File: src/rtl/pc_pkg.sv
// pc_pkg: shared types, default constants and helpers for the fetch-stage
// program-counter unit. Imported by pc_prio_sel and pc_next_unit.
package pc_pkg;

  // Control states of the PC unit: one boot cycle, normal run, and a
  // state holding a redirect that arrived while fetch was stalled.
  typedef enum logic [1:0] {
    BOOT = 2'd0,
    RUN  = 2'd1,
    PEND = 2'd2
  } pc_state_e;

  localparam int          DEFAULT_XLEN     = 32;
  localparam logic [31:0] DEFAULT_RESET_PC = 32'h0000_0000;

  // Ceiling log2, used for index widths and the STEP alignment width.
  function automatic int clog2(input int value);
    int result;
    int span;
    result = 0;
    span   = 1;
    while (span < value) begin
      span   = span * 2;
      result = result + 1;
    end
    return result;
  endfunction

endpackage

File: src/rtl/pc_prio_sel.sv
// pc_prio_sel: NSRC-way fixed-priority encoder plus target mux.
// Index 0 has the highest priority. Purely combinational.
module pc_prio_sel
  import pc_pkg::*;
#(
  parameter int NSRC = 3,
  parameter int XLEN = DEFAULT_XLEN,
  parameter int IDXW = 2
) (
  input  logic [NSRC-1:0]      valid,
  input  logic [NSRC*XLEN-1:0] targets,
  output logic                 any_valid,
  output logic [IDXW-1:0]      win_idx,
  output logic [XLEN-1:0]      win_target
);

  // Scan from lowest priority upward so the lowest set index is the last
  // assignment and therefore wins.
  always_comb begin
    any_valid  = 1'b0;
    win_idx    = '0;
    win_target = '0;
    for (int k = NSRC - 1; k >= 0; k--) begin
      if (valid[k]) begin
        any_valid  = 1'b1;
        win_idx    = IDXW'(k);
        win_target = targets[k*XLEN +: XLEN];
      end
    end
  end

endmodule

File: src/rtl/pc_next_unit.sv
// pc_next_unit: fetch-stage program counter with sequential step, prioritised
// redirects and buffering of redirects that arrive during a stall.
// Optional feature macro: PC_ALIGN_CHECK_EN flags redirect targets that are
// not STEP-aligned on misalign_o; without it misalign_o is tied low.
module pc_next_unit
  import pc_pkg::*;
#(
  parameter int              XLEN     = DEFAULT_XLEN,
  parameter logic [XLEN-1:0] RESET_PC = XLEN'(DEFAULT_RESET_PC),
  parameter int              STEP     = 4,
  parameter int              NSRC     = 3
) (
  input  logic                 clk,
  input  logic                 rst,
  input  logic                 stall_i,
  input  logic [NSRC-1:0]      redir_valid_i,
  input  logic [NSRC*XLEN-1:0] redir_target_i,
  output logic [XLEN-1:0]      pc_o,
  output logic [XLEN-1:0]      pc_plus_o,
  output logic                 pc_valid_o,
  output logic                 redir_taken_o,
  output logic                 misalign_o
);

  localparam int IDXW = (NSRC > 1) ? clog2(NSRC) : 1;

  pc_state_e       state_q, state_d;
  logic [XLEN-1:0] pc_q, pc_d;
  logic            valid_q, valid_d;
  logic            taken_q, taken_d;
  logic [IDXW-1:0] pend_idx_q, pend_idx_d;
  logic [XLEN-1:0] pend_tgt_q, pend_tgt_d;

  logic            live_any;
  logic [IDXW-1:0] live_idx;
  logic [XLEN-1:0] live_tgt;
  logic            live_beats_pend;

  pc_prio_sel #(
    .NSRC (NSRC),
    .XLEN (XLEN),
    .IDXW (IDXW)
  ) u_live_sel (
    .valid      (redir_valid_i),
    .targets    (redir_target_i),
    .any_valid  (live_any),
    .win_idx    (live_idx),
    .win_target (live_tgt)
  );

  // A live request replaces the buffered one when it is at least as urgent;
  // on an equal index the newer target is the one that counts.
  assign live_beats_pend = live_any && (live_idx <= pend_idx_q);

  // Next-state and next-PC selection; taken defaults low so it pulses once.
  always_comb begin
    state_d    = state_q;
    pc_d       = pc_q;
    valid_d    = valid_q;
    taken_d    = 1'b0;
    pend_idx_d = pend_idx_q;
    pend_tgt_d = pend_tgt_q;
    unique case (state_q)
      BOOT: begin
        state_d = RUN;
        valid_d = 1'b1;
      end
      RUN: begin
        if (live_any) begin
          if (!stall_i) begin
            pc_d    = live_tgt;
            taken_d = 1'b1;
          end else begin
            pend_idx_d = live_idx;
            pend_tgt_d = live_tgt;
            state_d    = PEND;
          end
        end else if (!stall_i) begin
          pc_d = pc_q + XLEN'(STEP);
        end
      end
      PEND: begin
        if (stall_i) begin
          if (live_beats_pend) begin
            pend_idx_d = live_idx;
            pend_tgt_d = live_tgt;
          end
        end else begin
          pc_d       = live_beats_pend ? live_tgt : pend_tgt_q;
          taken_d    = 1'b1;
          state_d    = RUN;
          pend_idx_d = '0;
          pend_tgt_d = '0;
        end
      end
      default: begin
        state_d = BOOT;
      end
    endcase
  end

  // State, PC and pending-buffer registers; reset discards the buffer at once.
  always_ff @(posedge clk or posedge rst) begin
    if (rst) begin
      state_q    <= BOOT;
      pc_q       <= RESET_PC;
      valid_q    <= 1'b0;
      taken_q    <= 1'b0;
      pend_idx_q <= '0;
      pend_tgt_q <= '0;
    end else begin
      state_q    <= state_d;
      pc_q       <= pc_d;
      valid_q    <= valid_d;
      taken_q    <= taken_d;
      pend_idx_q <= pend_idx_d;
      pend_tgt_q <= pend_tgt_d;
    end
  end

  assign pc_o          = pc_q;
  assign pc_plus_o     = pc_q + XLEN'(STEP);
  assign pc_valid_o    = valid_q;
  assign redir_taken_o = taken_q;

`ifdef PC_ALIGN_CHECK_EN
  localparam int              ALIGNW     = clog2(STEP);
  localparam logic [XLEN-1:0] ALIGN_MASK = XLEN'((64'd1 << ALIGNW) - 64'd1);

  logic mis_q;

  // Flag a redirect load whose low target bits are nonzero; increments clear it.
  always_ff @(posedge clk or posedge rst) begin
    if (rst) begin
      mis_q <= 1'b0;
    end else begin
      mis_q <= taken_d & (|(pc_d & ALIGN_MASK));
    end
  end

  assign misalign_o = mis_q;
`else
  assign misalign_o = 1'b0;
`endif

endmodule

File: config.mk
export PLATFORM = sky130hd
export DESIGN_NAME = pc_next_unit
export DESIGN_NICKNAME = d
export VERILOG_FILES = /design/src/rtl/pc_pkg.sv /design/src/rtl/pc_prio_sel.sv /design/src/rtl/pc_next_unit.sv
export SDC_FILE = /design/constraint.sdc
export NUM_CORES = 1
export LEC_CHECK = 0
export CAP_MARGIN = 20
export CORE_UTILIZATION = 30
export DETAILED_ROUTE_END_ITERATION = 10
export GPL_TIMING_DRIVEN = 1
export SLEW_MARGIN = 20
export SYNTH_ARGS = -nofsm -noshare
export SYNTH_HDL_FRONTEND = slang
export SYNTH_SLANG_ARGS = --single-unit
File: constraint.sdc
create_clock -name clk -period 3.2 [get_ports clk]
set_input_delay 0.64 -clock clk [delete_from_list [all_inputs] [get_ports clk]]
set_output_delay 0.64 -clock clk [all_outputs]
set_load 0.01 [all_outputs]
* After elaboration in Yosys (flattened, before gate mapping)
Index checks and enable logic that the tools add are counted.
Storage, ports and cells: bits in registers 70, latch bits 0, memories kept 0, RAM bits 0, logic and storage cells 53, output and inout port bits 67, ROM bits 0
Cells by class: bitwise gates (word level) 0, equality and inequality tests 7, multipliers 0, shift operators 0, muxes and demuxes 31, $lt $le $gt $ge 1, reductions and logical operators 7, div/mod/pow operators 0, add/sub/neg operators 1
Operator list (number):
- $mux W32 | 11
- $pmux W32 S2 | 2
- $add A32 B3 Y32 const B | 1
- $mux W2 | 10
- $reduce_and A3 Y1 | 3
- $ne A2 B2 Y1 const B | 4
- $pmux W2 S3 | 1
- $mux W1 | 5
- $pmux W2 S2 | 1
- $reduce_and A4 Y1 | 1
- $ne A3 B3 Y1 const B | 1
- $eq A2 B1 Y1 const B | 1
- $eq A2 B2 Y1 const B | 1
- $le A2 B2 Y1 | 1
- $logic_not A2 Y1 | 1
- $pmux W1 S2 | 1
- $reduce_bool A2 Y1 | 1
- $logic_and A1 B1 Y1 | 1

* Depth between registers and ports, before layout
Gate-level depths: netlist (run 1).
word-level depth 8, gate-level depth with buffers 14, gate-level depth less buffers 9

* By module
A second synthesis (run 1) with hierarchy kept.
Unflattened totals: cells, all modules 644, area, all modules 5706.7 um^2
By module, submodules not included:
- pc_next_unit | sequential area each 1751.7 um^2, area each 4485.6 um^2, cells each 495, instances 1
- pc_prio_sel | sequential area each 0.0 um^2, area each 1221.2 um^2, cells each 149, instances 1

* Worst setup path after synthesis (run 1)
Ideal clock, no wire load.
path type input to register, start input redir_valid_i[0], end register pc_q[25] (netlist: pc_o[25]), stages 11, setup slack -130 ps, data arrival time 3201 ps, required time 3071 ps, path through clkbuf_1 clkbuf_1 clkbuf_1 nor3b_1 ha_1 nor2b_1 o211a_1 a21oi_1 mux2_2 a21oi_1 o2bb2ai_1
Between the ends: longest elaborated chain between the ends 6, elaborated cells between the ends (all ways) 10, those cells by class order compare (1); mux (8); reduce/logical (1)
RTL lines:
- from (decl) | line pc_next_unit.sv:16 | input logic [NSRC-1:0] redir_valid_i,
- $mux W2 | line pc_prio_sel.sv:24 | if (valid[k]) begin
- $le A2 B2 Y1 | line pc_next_unit.sv:53 | assign live_beats_pend = live_any && (live_idx <= pend_idx_q);
- $logic_and A1 B1 Y1 | line pc_next_unit.sv:53
- $mux W32
- $mux W32 | line pc_next_unit.sv:83 | if (stall_i) begin
- $pmux W32 S2 * | line pc_next_unit.sv:63 | unique case (state_q)
- to (signal assigned) | line pc_next_unit.sv:113 | pc_q <= pc_d;
- to (decl) | line pc_next_unit.sv:28 | logic [XLEN-1:0] pc_q, pc_d;
Every way passes the cells marked *; elsewhere a longest branch is shown, timed or not. The select of a mux whose other input is x is not followed. A chain may end at the register's enable or synchronous reset.

* Worst setup path after layout (run 1)
start register pc_q[12] (netlist: pc_o[12]), end output pc_plus_o[28]
Between the ends: longest elaborated chain between the ends 1
RTL lines:
- $add A32 B3 Y32 | line pc_next_unit.sv:122 | assign pc_plus_o = pc_q + XLEN'(STEP);
- to (decl) | line pc_next_unit.sv:19 | output logic [XLEN-1:0] pc_plus_o,
No other way between the ends.

==> key figures, run 1 <==
Clock network
  – Clk pin slew, worst setup/hold paths: 0.06 ns
  – Worst-skew pair later-pin latency: 0.33 ns
  – CTS buffer count: 9
  – Hold_buf cts: 0
  – Clock root buffer: clkbuf_16
  – CTS tree: done
  – Clk sink count: 70
  – H-tree depth: 3
  – CTS Buffer Depth: 2

Routing
  – Wirelength per Cell: 18.23 µm
  – Detailed Route WL: 17.35 mm
  – Via Count: 5144
  – DRC: 0
  – ANT nets after route: 0
  – Detailed Route Iter0 Violations: 414
  – Via/cell ratio: 5.403
  – First drt pass iteration count: 5

Setup path
  – Critical Path RT: 2.56 ns
  – Type of origin of the critical path: flop
  – Crit. End Element: primary output
  – Worst path buffer plus inverter count: 2
  – Crit path launch: pc_o[12]
  – Crit-path cells: nand4_1 -> or4_4 -> buf_4 -> nor3_4 -> xor2_1 -> dlygate4sd2_1
  – Slowest CP cell: or4_4
  – CP arrival: 2.45 ns
  – R2R Setup Slk: 0.76 ns
  – CP Class: reg2out
  – Crit path largest cell delay: 0.64 ns
  – CP top delay family: simple AND/OR/NAND/NOR gates
  – Crit path max fanout: 7
  – R2R Path Start: pc_o[12]

Cells and area
  – # diodes: 0
  – Layout Nets: 844
  – Final core utilization: 0.4827
  – Share of layout cells above drive strength 1: 0.1525
  – Area Growth Syn to Fin: 56.03%

Yosys
  – Synthesized area: 0.004721 mm²
  – Synth Flop Type: dfrtp_1
  – Synth cell types: 65
  – Mean post-synth cell area: 8.694 µm²
  – Syn nets: 651
  – Dominant cells by area after synthesis: dfrtp_1, a22o_1, o21ai_0
  – Yosys top cell area share: 0.3711
  – Leading area contributor after synthesis: dfrtp_1
  – Synth Register Bits: 70
  – Register area share after synthesis: 0.3711
  – EDFF count, synth: 0
  – Post-synth ARST share: 1.000
  – Yosys Warn Count: 0
  – Synth Instances: 543

Status
  – Status: complete, no violations

Global routing
  – Gr ovfl total: 0
  – Initial antenna violation count: 0
  – Number of global-route vias before repair: 5035
  – First-pass GRT wire length: 27.71 mm
  – Largest net degree at the start of global routing: 49
  – GRT Util Overall: 0.2201

Floorplan
  – Die H: 127.4 µm
  – Rows: 45
  – Die X: 127.4 µm
  – Full die area: 0.01624 mm²
  – Core region area: 0.01526 mm²
  – # IOs: 169
  – Starting Density: 0.3094

Timing
  – Setup Viol. Count Final: 0
  – Tmin final: 3.088 ns
  – Final period util: 0.9651
  – Max Clk Rate: 323.8 MHz
  – Fin. Hold Viols: 0
  – Hold_ws: 0.4641 ns
  – Clk_skew: 0.008638 ns
  – Slew @ Worst Pin: 0.6443 ns
  – Slew Viols, Final: 0
  – Slew headroom: 0.5659

Power
  – Leakage: 3.166 nW
  – Peak VDD IR: 0.3618 mV
  – PwrDens: 814.7 mW/mm²

Place
  – Final Wtd Congestion: 0.8353
  – Port-buffer cells: 167
  – HPWL Detailed: 12.97 mm

Hold path
  – Hold WC Path Type: reg2reg
  – Hold path startpoint: pc_valid_o

Run
  – Max cap viols: 0
-- area by class of cell --
type / instances / area, µm²
Clock buffer: 9 / 225.2
Clock inverter: 7 / 112.6
Fill cell: 1438 / 7893
Inverter: 21 / 78.83
Multi-Input combinational cell: 411 / 2796
Sequential cell: 70 / 1754
Tap cell: 211 / 264.0
Timing Repair Buffer: 223 / 2135
-- synth_stat cells, drive strengths merged (8+ instances only) --
cell,n
a21oi,32
xor2,15
xnor2,13
a221oi,14
dfrtp,70
a22oi,33
o21ai,59
inv,21
nor2,25
a22o,37
nand2,67
nand3,10
nor3,16
clkbuf,33
buf,8
-- worst reg2reg max path: cells and delay by family, from the launching register on --
family,cells,cell delay (ns)
and+or+nand+nor,3,1.03
buffers and inverters,2,0.34
xor gates and xnor gates,1,0.11
AOI/OAI and AO/OA,2,0.47
DFF,1,0.39
-- cells by family (layout without fill, tap and decap cells) --
family	after synthesis	after routing	synth area share
AO/OA/AOI/OAI	216	216	0.3173
XOR/XNOR	28	28	0.05354
adder cells (fa/ha/maj)	6	6	0.01590
buffers and inverters	62	260	0.05698
flip-flops	70	70	0.3711
multiplexers	9	9	0.01988
other	1	1	0.0007944
AND/OR/NAND/NOR	151	151	0.1646
-- placed cells by master, fill, tap and decap left out, types with 11 or more instances in the layout --
cell,n
xor2_1,14
a22oi_1,33
xnor2_1,13
nor2_1,20
inv_1,20
nor3_1,11
clkdlybuf4s50_1,151
a221oi_1,13
o21ai_0,56
a21oi_1,30
dfrtp_1,68
buf_4,52
a22o_1,37
nand2_1,65
-- path summary, 6_finish.rpt --
kind,to,depth (start not counted)
worst min register to register,pc_valid_o,1
min in group asynchronous,pc_o[10],2
max in group asynchronous,pc_o[3],3
worst min-delay path,pc_valid_o,1
worst max register to register,pc_o[18],8
worst max-delay path,pc_plus_o[28],6
-- flip-flops by register name, summed over array words and instances (netlist names) --
name,cells
pc_o,32
pend_tgt_q,32
pend_idx_q,2
state_q,2
pc_valid_o,1
redir_taken_o,1
-- where the power goes --
part	internal, W	switching (W)
sequential	0.00128	0.000393
combinational	0.00163	0.00157
clock	0.000757	0.000377
-- repair_timing --
item	4_1_cts	5_1_grt
resized for setup	19	14
setup endpoints to repair	14	12
buffers inserted	5	3
pin swaps	1	1
-- routing by layer --
layer,vias up,share of wire,global-route usage
met3,17,0.078,0.04816
met2,243,0.46,0.3446
met1,2463,0.45,0.3085
met4,0,0.016,0.05042
li1,2421,-,-
met5,-,0,0
-- per-stage QoR --
stage	setup slack (ns)	setup TNS, ns	std cells	instance area (µm²)	total power (W)
floorplan	-0.009098	-0.009098	543	4725	0.003194
global placement	0.04966	0	928	6890	0.004799
detailed placement	0.04215	0	928	6890	0.004839
CTS	0.01316	0	949	7279	0.005986
global route	-0.02081	-0.02081	952	7366	0.006388
finish	0.1116	0	952	7366	0.006001
No activity file was read; power rests on OpenSTA's default activity.
==> inputs of run 2 (changes only) <==
SETUP_SLACK_MARGIN = 0.4   (was default)
==> run 2 against run 1 <==
  * Non-clock buffer count up 38
  * Worst hold slack gained 0.020 ns
  * Clock-buffer cell count stayed put
  * Clock skew is 0.0019 ns higher
  * Total power is essentially flat
  * Highest routed layer unchanged
  * Combinational power rose by 7.5%
  * Wire length rose by 5.9%
  * Sequential power down 2%
  * Sequential cell count unchanged
  * Global-route usage up 0.21 points
==> key figures, run 2 (synthesis results as in run 1) <==
Cells and area
  – Area Growth Syn to Fin: 63.05% (was 56.03%)
  – Commonest non-fill, non-tap cell in the layout: clkdlybuf4s50_1 (unchanged)
  – Area of the multi-input gates: 0.002950 mm² (was 0.002796 mm²)
  – Layout Nets: 883 (was 844)
  – Most frequent cells in the layout: clkdlybuf4s50_1, buf_4, dfrtp_1 (was clkdlybuf4s50_1, dfrtp_1, nand2_1)
  – Share of layout cells above drive strength 1: 0.2397 (was 0.1525)
  – # diodes: 0 (unchanged)
  – Post-Layout Cell Count: 991 (was 952)
  – Final core utilization: 0.5045 (was 0.4827)
  – Filler cells: 1380 (was 1438)
  – Reg area: 0.001753 mm² (was 0.001754 mm²)

Routing
  – First drt pass iteration count: 5 (unchanged)
  – Via Count: 5371 (was 5144)
  – Wirelength per Cell: 18.54 µm (was 18.23 µm)
  – Detailed Route WL: 18.37 mm (was 17.35 mm)
  – Via/cell ratio: 5.420 (was 5.403)
  – Detailed Route Iter0 Violations: 413 (was 414)
  – DRC: 0 (unchanged)
  – ANT nets after route: 0 (unchanged)

Global routing
  – M1 GR Usage: 0.2811 (was 0.3085)
  – Largest net degree at the start of global routing: 71 (was 49)
  – First-pass GRT wire length: 28.09 mm (was 27.71 mm)
  – GRT met3 Usage: 0.04355 (was 0.04816)
  – GR peak layer: met2 (unchanged)
  – Gr ovfl total: 0 (unchanged)
  – GRT Util Overall: 0.2222 (was 0.2201)
  – Number of global-route vias before repair: 5381 (was 5035)
  – Initial antenna violation count: 0 (unchanged)
  – GR Layer Usage met2: 0.3668 (was 0.3446)

Setup path
  – Type of origin of the critical path: flop (unchanged)
  – Crit path max fanout: 3 (was 7)
  – R2R Path Start: pc_o[2] (was pc_o[12])
  – Crit-path cells: ha_2 -> nand3_2 -> or4_4 -> buf_12 -> buf_8 -> buf_6 -> nor3_4 -> xnor2_2 -> buf_2 (was nand4_1 -> or4_4 -> buf_4 -> nor3_4 -> xor2_1 -> dlygate4sd2_1)
  – CP Class: reg2out (unchanged)
  – Crit. End Element: primary output (unchanged)
  – R2R Setup Slk: 0.69 ns (was 0.76 ns)
  – Crit path largest cell delay: 0.53 ns (was 0.64 ns)
  – Worst path buffer plus inverter count: 4 (was 2)
  – Slowest CP cell: or4_4 (unchanged)
  – Crit path launch: pc_o[2] (was pc_o[12])
  – Critical Path RT: 2.56 ns (about the same)
  – CP arrival: 2.39 ns (was 2.45 ns)
  – CP top delay family: simple AND/OR/NAND/NOR gates (unchanged)

Place
  – HPWL Detailed: 12.45 mm (was 12.97 mm)
  – Placed instance count: 930 (was 928)
  – Final Wtd Congestion: 0.8749 (was 0.8353)
  – Port-buffer cells: 167 (unchanged)

Timing
  – Slew headroom: 0.4074 (was 0.5659)
  – Setup TNS: 0 ns (unchanged)
  – Slew Viols, Final: 0 (unchanged)
  – Unrepaired setup endpoints after global routing: yes
  – Final period util: 0.9475 (was 0.9651)
  – Tmin final: 3.032 ns (was 3.088 ns)
  – Fin. Hold Viols: 0 (unchanged)
  – Slew @ Worst Pin: 0.8887 ns (was 0.6443 ns)
  – Max Clk Rate: 329.8 MHz (was 323.8 MHz)
  – Setup Viol. Count Final: 0 (unchanged)
  – Clk_skew: 0.01049 ns (was 0.008638 ns)

Floorplan
  – Die X: 127.4 µm (unchanged)
  – Rows: 45 (unchanged)
  – Full die area: 0.01624 mm² (unchanged)
  – Starting Density: 0.3094 (unchanged)
  – # IOs: 169 (unchanged)
  – Core region area: 0.01526 mm² (unchanged)
  – Die H: 127.4 µm (unchanged)

Clock network
  – CTS buffer count: 9 (unchanged)
  – CTS Buffer Depth: 2 (unchanged)
  – H-tree depth: 3 (unchanged)
  – Clk pin slew, worst setup/hold paths: 0.06 ns (about the same)
  – Worst-skew pair later-pin latency: 0.33 ns (about the same)
  – CTS tree: done (unchanged)
  – Clock root buffer: clkbuf_16 (unchanged)
  – Clk sink count: 70 (unchanged)

Power
  – PwrDens: 779.5 mW/mm² (was 814.7 mW/mm²)
  – Total power draw: 0.006000 W (was 0.006001 W)
  – Leakage: 3.378 nW (was 3.166 nW)
  – Peak VDD IR: 0.5147 mV (was 0.3618 mV)

Hold path
  – Hold WC Path Type: reg2reg (unchanged)
  – Hold path startpoint: pc_valid_o (unchanged)

Status
  – Status: complete, no violations (unchanged)

Run
  – Max cap viols: 0 (unchanged)
==> run 2: cell count changes in the layout (fill, tap and decap cells not counted), sizes merged <==
cell           change
a21oi              +1
buf               +55
bufinv             -3
clkdlybuf4s15      -1
clkdlybuf4s50     -10
clkinvlp           +2
dlygate4sd2        -6
inv                +1
==> run 2: cell type report <==
cell class                 instances  share of cell area
sequential                        70              0.2277
inverter                          21             0.01024
clock inverter                     7            0.006502
multi-input combinational        412              0.3833
tap                              211             0.03430
clock buffer                       9             0.02926
timing repair buffer             261              0.3087
==> run 2: through the flow <==
step | hold slack, ns | setup slack [ns] | area, µm²
floorplan | 0.4691 | 0.3174 | 4788
global placement | 0.4771 | 0.0004230 | 6907
detailed placement | 0.4753 | -0.08850 | 6907
CTS | 0.4891 | 0.09855 | 7521
global route | 0.5183 | 0.1170 | 7697
finish | 0.4845 | 0.1681 | 7697
==> run 2: report_power, final <==
part           total [W]  switching [W]  internal, W
registers        0.00163       0.000358      0.00127
logic            0.00344        0.00173      0.00171
clock network   0.000930       0.000404     0.000526
==> run 2: path summary, 6_finish.rpt <==
path,endpoint,depth (start not counted)
setup / recovery,pc_plus_o[26],9
hold / removal,pc_valid_o,1
setup reg to reg,pc_o[16],11
hold reg to reg,pc_valid_o,1
max in group asynchronous,pc_o[7],3
min in group asynchronous,pc_o[25],3
==> run 2: repair_timing <==
action | in CTS | in global routing
hold buffers | 0 | 0
cloned | 1 | 0
pin swaps | 15 | 11
endpoints found under the setup margin | 58 | 73
buffers inserted | 32 | 12
resized for setup | 92 | 27
==> run 2: routing by layer <==
metal | vias to the layer above | routed length, µm | share of wire
met5 | - | 0 | 0
met4 | 0 | 551 | 0.030
met3 | 41 | 1280 | 0.070
met2 | 247 | 8797 | 0.48
met1 | 2592 | 7743 | 0.42
li1 | 2491 | - | -
==> inputs of run 3 (changes only) <==
CORE_ASPECT_RATIO = 2   (was default)
==> run 3 against run 2 <==
  * Clock-buffer cell count rose by 3
  * Critical path type unchanged
  * Wire length is 4.1% higher
  * Sequential cell count unchanged
  * Design area down 0.57%
  * Largest cell class unchanged
  * Total power increased by 3.1%
==> key figures, run 3 (synthesis results as in run 1) <==
Global routing
  – Number of global-route vias before repair: 5596 (was 5381)
  – Gr ovfl total: 0 (unchanged)
  – Initial antenna violation count: 0 (unchanged)
  – Largest net degree at the start of global routing: 67 (was 71)
  – GRT Util Overall: 0.2344 (was 0.2222)
  – First-pass GRT wire length: 29.51 mm (was 28.09 mm)

Status
  – Status: complete, no violations (unchanged)

Place
  – Placed instance count: 921 (was 930)
  – Port-buffer cells: 167 (unchanged)
  – Setup Slack @ Placement: -0.08533 ns (was -0.08850 ns)
  – HPWL Detailed: 13.87 mm (was 12.45 mm)
  – Final Wtd Congestion: 0.8058 (was 0.8749)

Clock network
  – Clock root buffer: clkbuf_16 (unchanged)
  – H-tree depth: 3 (unchanged)
  – CTS tree: done (unchanged)
  – Clk pin slew, worst setup/hold paths: 0.06 ns (about the same)
  – Worst-skew pair later-pin latency: 0.34 ns (was 0.33 ns)
  – Clk sink count: 70 (unchanged)
  – CTS Buffer Depth: 2 (unchanged)
  – CTS buffer count: 9 (unchanged)

Cells and area
  – Layout Nets: 875 (was 883)
  – Share of layout cells above drive strength 1: 0.2335 (was 0.2397)
  – Post-Layout Cell Count: 969 (was 991)
  – Commonest non-fill, non-tap cell in the layout: clkdlybuf4s50_1 (unchanged)
  – Filler cells: 1491 (was 1380)
  – Most frequent cells in the layout: clkdlybuf4s50_1, buf_4, dfrtp_1 (unchanged)
  – Area Growth Syn to Fin: 62.13% (was 63.05%)
  – # diodes: 0 (unchanged)

Timing
  – Setup Viol. Count Final: 0 (unchanged)
  – Final period util: 0.9151 (was 0.9475)
  – Unrepaired setup endpoints after global routing: yes (unchanged)
  – Slew Viols, Final: 0 (unchanged)
  – Tmin final: 2.928 ns (was 3.032 ns)
  – PnR worst setup slack: 0.2716 ns (was 0.1681 ns)
  – Slew headroom: 0.3001 (was 0.4074)
  – Fin. Hold Viols: 0 (unchanged)
  – Slew @ Worst Pin: 1.050 ns (was 0.8887 ns)
  – Max Clk Rate: 341.5 MHz (was 329.8 MHz)
  – Clk_skew: 0.007257 ns (was 0.01049 ns)

Setup path
  – CP Class: reg2out (unchanged)
  – Type of origin of the critical path: flop (unchanged)
  – Crit path max fanout: 6 (was 3)
  – CP arrival: 2.29 ns (was 2.39 ns)
  – Critical Path RT: 2.56 ns (about the same)
  – Crit. End Element: primary output (unchanged)
  – R2R depth: 7 (was 11)

Routing
  – DRC: 0 (unchanged)
  – Met2 routed WL: 10.76 mm (was 8.797 mm)
  – Detailed Route WL: 19.13 mm (was 18.37 mm)
  – First drt pass iteration count: 5 (unchanged)
  – Met1 Wirelength: 6.954 mm (was 7.743 mm)
  – Detailed Route Iter0 Violations: 406 (was 413)
  – DR top layer: met4 (unchanged)
  – Via/cell ratio: 5.546 (was 5.420)
  – Met3 Routed Length: 832 µm (was 1.280 mm)
  – Wirelength per Cell: 19.75 µm (was 18.54 µm)
  – Via Count: 5374 (was 5371)
  – ANT nets after route: 0 (unchanged)

Hold path
  – Hold WC Path Type: reg2reg (unchanged)
  – Worst Hold Depth: 1 (unchanged)

Power
  – Sw Ratio: 0.4049 (was 0.4148)
  – Leakage: 3.357 nW (was 3.378 nW)
  – Part of the power in registers: 0.265 (was 0.272)
  – Cell-internal power: 0.003683 W (was 0.003511 W)
  – Peak VDD IR: 0.5112 mV (was 0.5147 mV)
  – PwrDens: 808.6 mW/mm² (was 779.5 mW/mm²)
  – Comb power frac: 0.557 (was 0.573)
  – Clock network power share: 0.178 (was 0.155)
  – Net Sw Power: 0.002506 W (was 0.002489 W)

Run
  – Max cap viols: 0 (unchanged)

Floorplan
  – Full die area: 0.01627 mm² (was 0.01624 mm²)
  – Die H: 179.4 µm (was 127.4 µm)
  – Die X: 90.70 µm (was 127.4 µm)
  – Core region area: 0.01537 mm² (was 0.01526 mm²)
  – Rows: 64 (was 45)
  – # IOs: 169 (unchanged)
  – Starting Density: 0.3070 (was 0.3094)
[run 3: path summary, 6_finish.rpt]
check | startpoint | to | slack (ns)
worst max-delay path | pc_o[2] | pc_plus_o[28] | 0.27
worst min-delay path | pc_valid_o | pc_valid_o | 0.47
worst max register to register | state_q[0] | pend_tgt_q[24] | 0.64
worst min register to register | pc_valid_o | pc_valid_o | 0.47
max in group asynchronous | rst | pc_o[3] | 2.12
min in group asynchronous | rst | pc_o[27] | 0.49
[run 3: critical path, cell delays in order (launching register included)]
cell and delay [ns]:
dfrtp_1 0.39, buf_6 0.12, ha_4 0.14, nand3_4 0.08
or4_4 0.51, buf_6 0.17, nor3_2 0.11, buf_4 0.15
xor2_1 0.13, buf_2 0.15
[run 3: routing by layer]
metal / vias to the layer above / global-route usage
li1: 2469 / -
met1: 2664 / 0.2431
met2: 201 / 0.4479
met3: 40 / 0.03426
met4: 0 / 0.1129
met5: - / 0
[run 3: metrics by stage]
| step | utilization | power [W] | cell area (µm²) | hold slack (ns) | TNS (ns) |
|---|---|---|---|---|---|
| 2_1_floorplan | - | 0.003216 | 4788 | 0.4691 | 0 |
| 4_1_cts | 0.4882 | 0.006097 | 7506 | 0.4772 | 0 |
| 6_report | 0.4978 | 0.006189 | 7654 | 0.4702 | 0 |
| 5_1_grt | 0.4978 | 0.006520 | 7654 | 0.4920 | 0 |
| 3_3_place_gp | 0.4501 | 0.004835 | 6920 | 0.4616 | -0.8001 |
| 3_5_place_dp | 0.4501 | 0.004911 | 6920 | 0.4602 | -2.485 |
[run 3: power by group through the flow]
stage	clock, W	combinational (W)	sequential, W
after floorplan	0	0.00152	0.00170
after global placement	0	0.00322	0.00161
after detailed placement	0	0.00329	0.00162
after CTS	0.00111	0.00337	0.00162
after global routing	0.00115	0.00369	0.00169
final	0.00110	0.00345	0.00164
[run 3: area by class of cell]
class	count	area, µm²	area share
multi-input cells	412	2979	0.3892
clock inverters	3	67.56	0.008828
well taps	198	247.7	0.03237
clock buffers	12	256.5	0.03351
repair buffers	253	2271	0.2967
inverters	21	78.83	0.01030
flip-flops and latches	70	1753	0.2290
[run 3: repair_timing]
item / CTS / global route
pin swaps: 15 / 9
buffers inserted: 19 / 13
hold endpoints to repair: 0 / 0
resized for setup: 104 / 25
hold buffers: 0 / 0
endpoints found under the setup margin: 59 / 42
gates cloned: 1 / 0
==> patch (flow settings as in run 3) <==
Re-encode `pc_state_e` (3 states) as one-hot, 3 bits wide.
--- a/src/rtl/pc_pkg.sv
+++ b/src/rtl/pc_pkg.sv
@@ -4,10 +4,10 @@
 
   // Control states of the PC unit: one boot cycle, normal run, and a
   // state holding a redirect that arrived while fetch was stalled.
-  typedef enum logic [1:0] {
-    BOOT = 2'd0,
-    RUN  = 2'd1,
-    PEND = 2'd2
+  typedef enum logic [2:0] {
+    BOOT = 3'b001,
+    RUN  = 3'b010,
+    PEND = 3'b100
   } pc_state_e;
 
   localparam int          DEFAULT_XLEN     = 32;
Function: same outputs for any inputs over 4 cycles, from zero or initial values and one cycle with rst high; so few cycles prove little.
==> patch against run 3 <==
Sequential cell count rose by 1; sequential share of layout area fell by 0.17 points; total power rose by 0.41%; area after synthesis rose by 4.4%; register-to-register slack improved by 0.31 ns; design area rose by 2.5%; utilization fell by 1.3 points; first-iteration DRC count did not move; worst setup slack got worse by 0.042 ns; routed wire length fell by 0.30%.
==> patch: results (changes against run 3) <==
post-synthesis net count=673 (+3.4%); first-pass GRT wire length=29410 um (-0.35%); vias in the first global route=5527 (-1.2%); status=completed; Synth top area share=35.55% (-1.6 points); worst r2r src=pc_o[3]$_DFFE_PP0P_; capturing point of the worst reg2reg path=pc_o[22]$_DFFE_PP0P_; # fillers=1554 (+4.2%); Avg Cell Area, Syn=8.675 um^2 (-0.22%); P_int=3813 uW (+3.5%); core box area=0.01619 mm^2 (+5.3%); cts repair resizes=69 (-34%); Area contributors post-synth=dfrtp_1, a22o_1, a22oi_1; Unique masters post-synth=72 (+11%); GRT Total Usage=22.30% (-1.1 points); final net count=892 (+1.9%); reg-to-reg slack, setup=0.95 ns (+0.31 ns); Cell Count Post-Placement=947 (+2.8%); Max VDD drop=0.2939 mV (-43%); crit-path max FO=3 (-3); WP data arrival=2.33 ns (+0.04 ns); Area after DPL=0.007128 mm^2 (+3.0%); Post-CTS Repair Setup Buffers=20 (+1); Least-Margin Pin Slew=0.9490 ns (-0.1007 ns); Layout Skew=0.008088 ns (+0.0008315 ns)
[patch: cell count changes after synthesis, moves of 6 or more]
cell	delta
a21oi_1	-9
a221oi_1	-6
buf_2	+8
mux2i_1	+7
nand2b_1	+6
nor2_1	+13
o21ai_0	-15
[patch: cell families after synthesis]
family | synth area share, %
AO/OA/AOI/OAI | 29.66
AND/OR/NAND/NOR | 19.76
flip-flops | 36.08
buffers and inverters | 5.485
XOR/XNOR | 4.393
multiplexers | 3.783
adder cells (fa/ha/maj) | 0.7619
other | 0.07611
[patch: final cells by class]
class	instances	area [um^2]	area share [%]
flip-flops and latches	71	1783	22.73
clock inverters	4	70.07	0.8933
clock buffers	12	246.5	3.142
inverters	18	67.56	0.8614
well taps	204	255.2	3.254
repair buffers	254	2320	29.57
multi-input cells	433	3102	39.54
[patch: critical path, stage by stage, from the launching register on]
cell and delay (ns):
dfrtp_2 0.39, ha_4 0.14, nand3_2 0.08, or4_4 0.58
buf_6 0.16, o31a_1 0.25, or2_1 0.25, buf_2 0.14
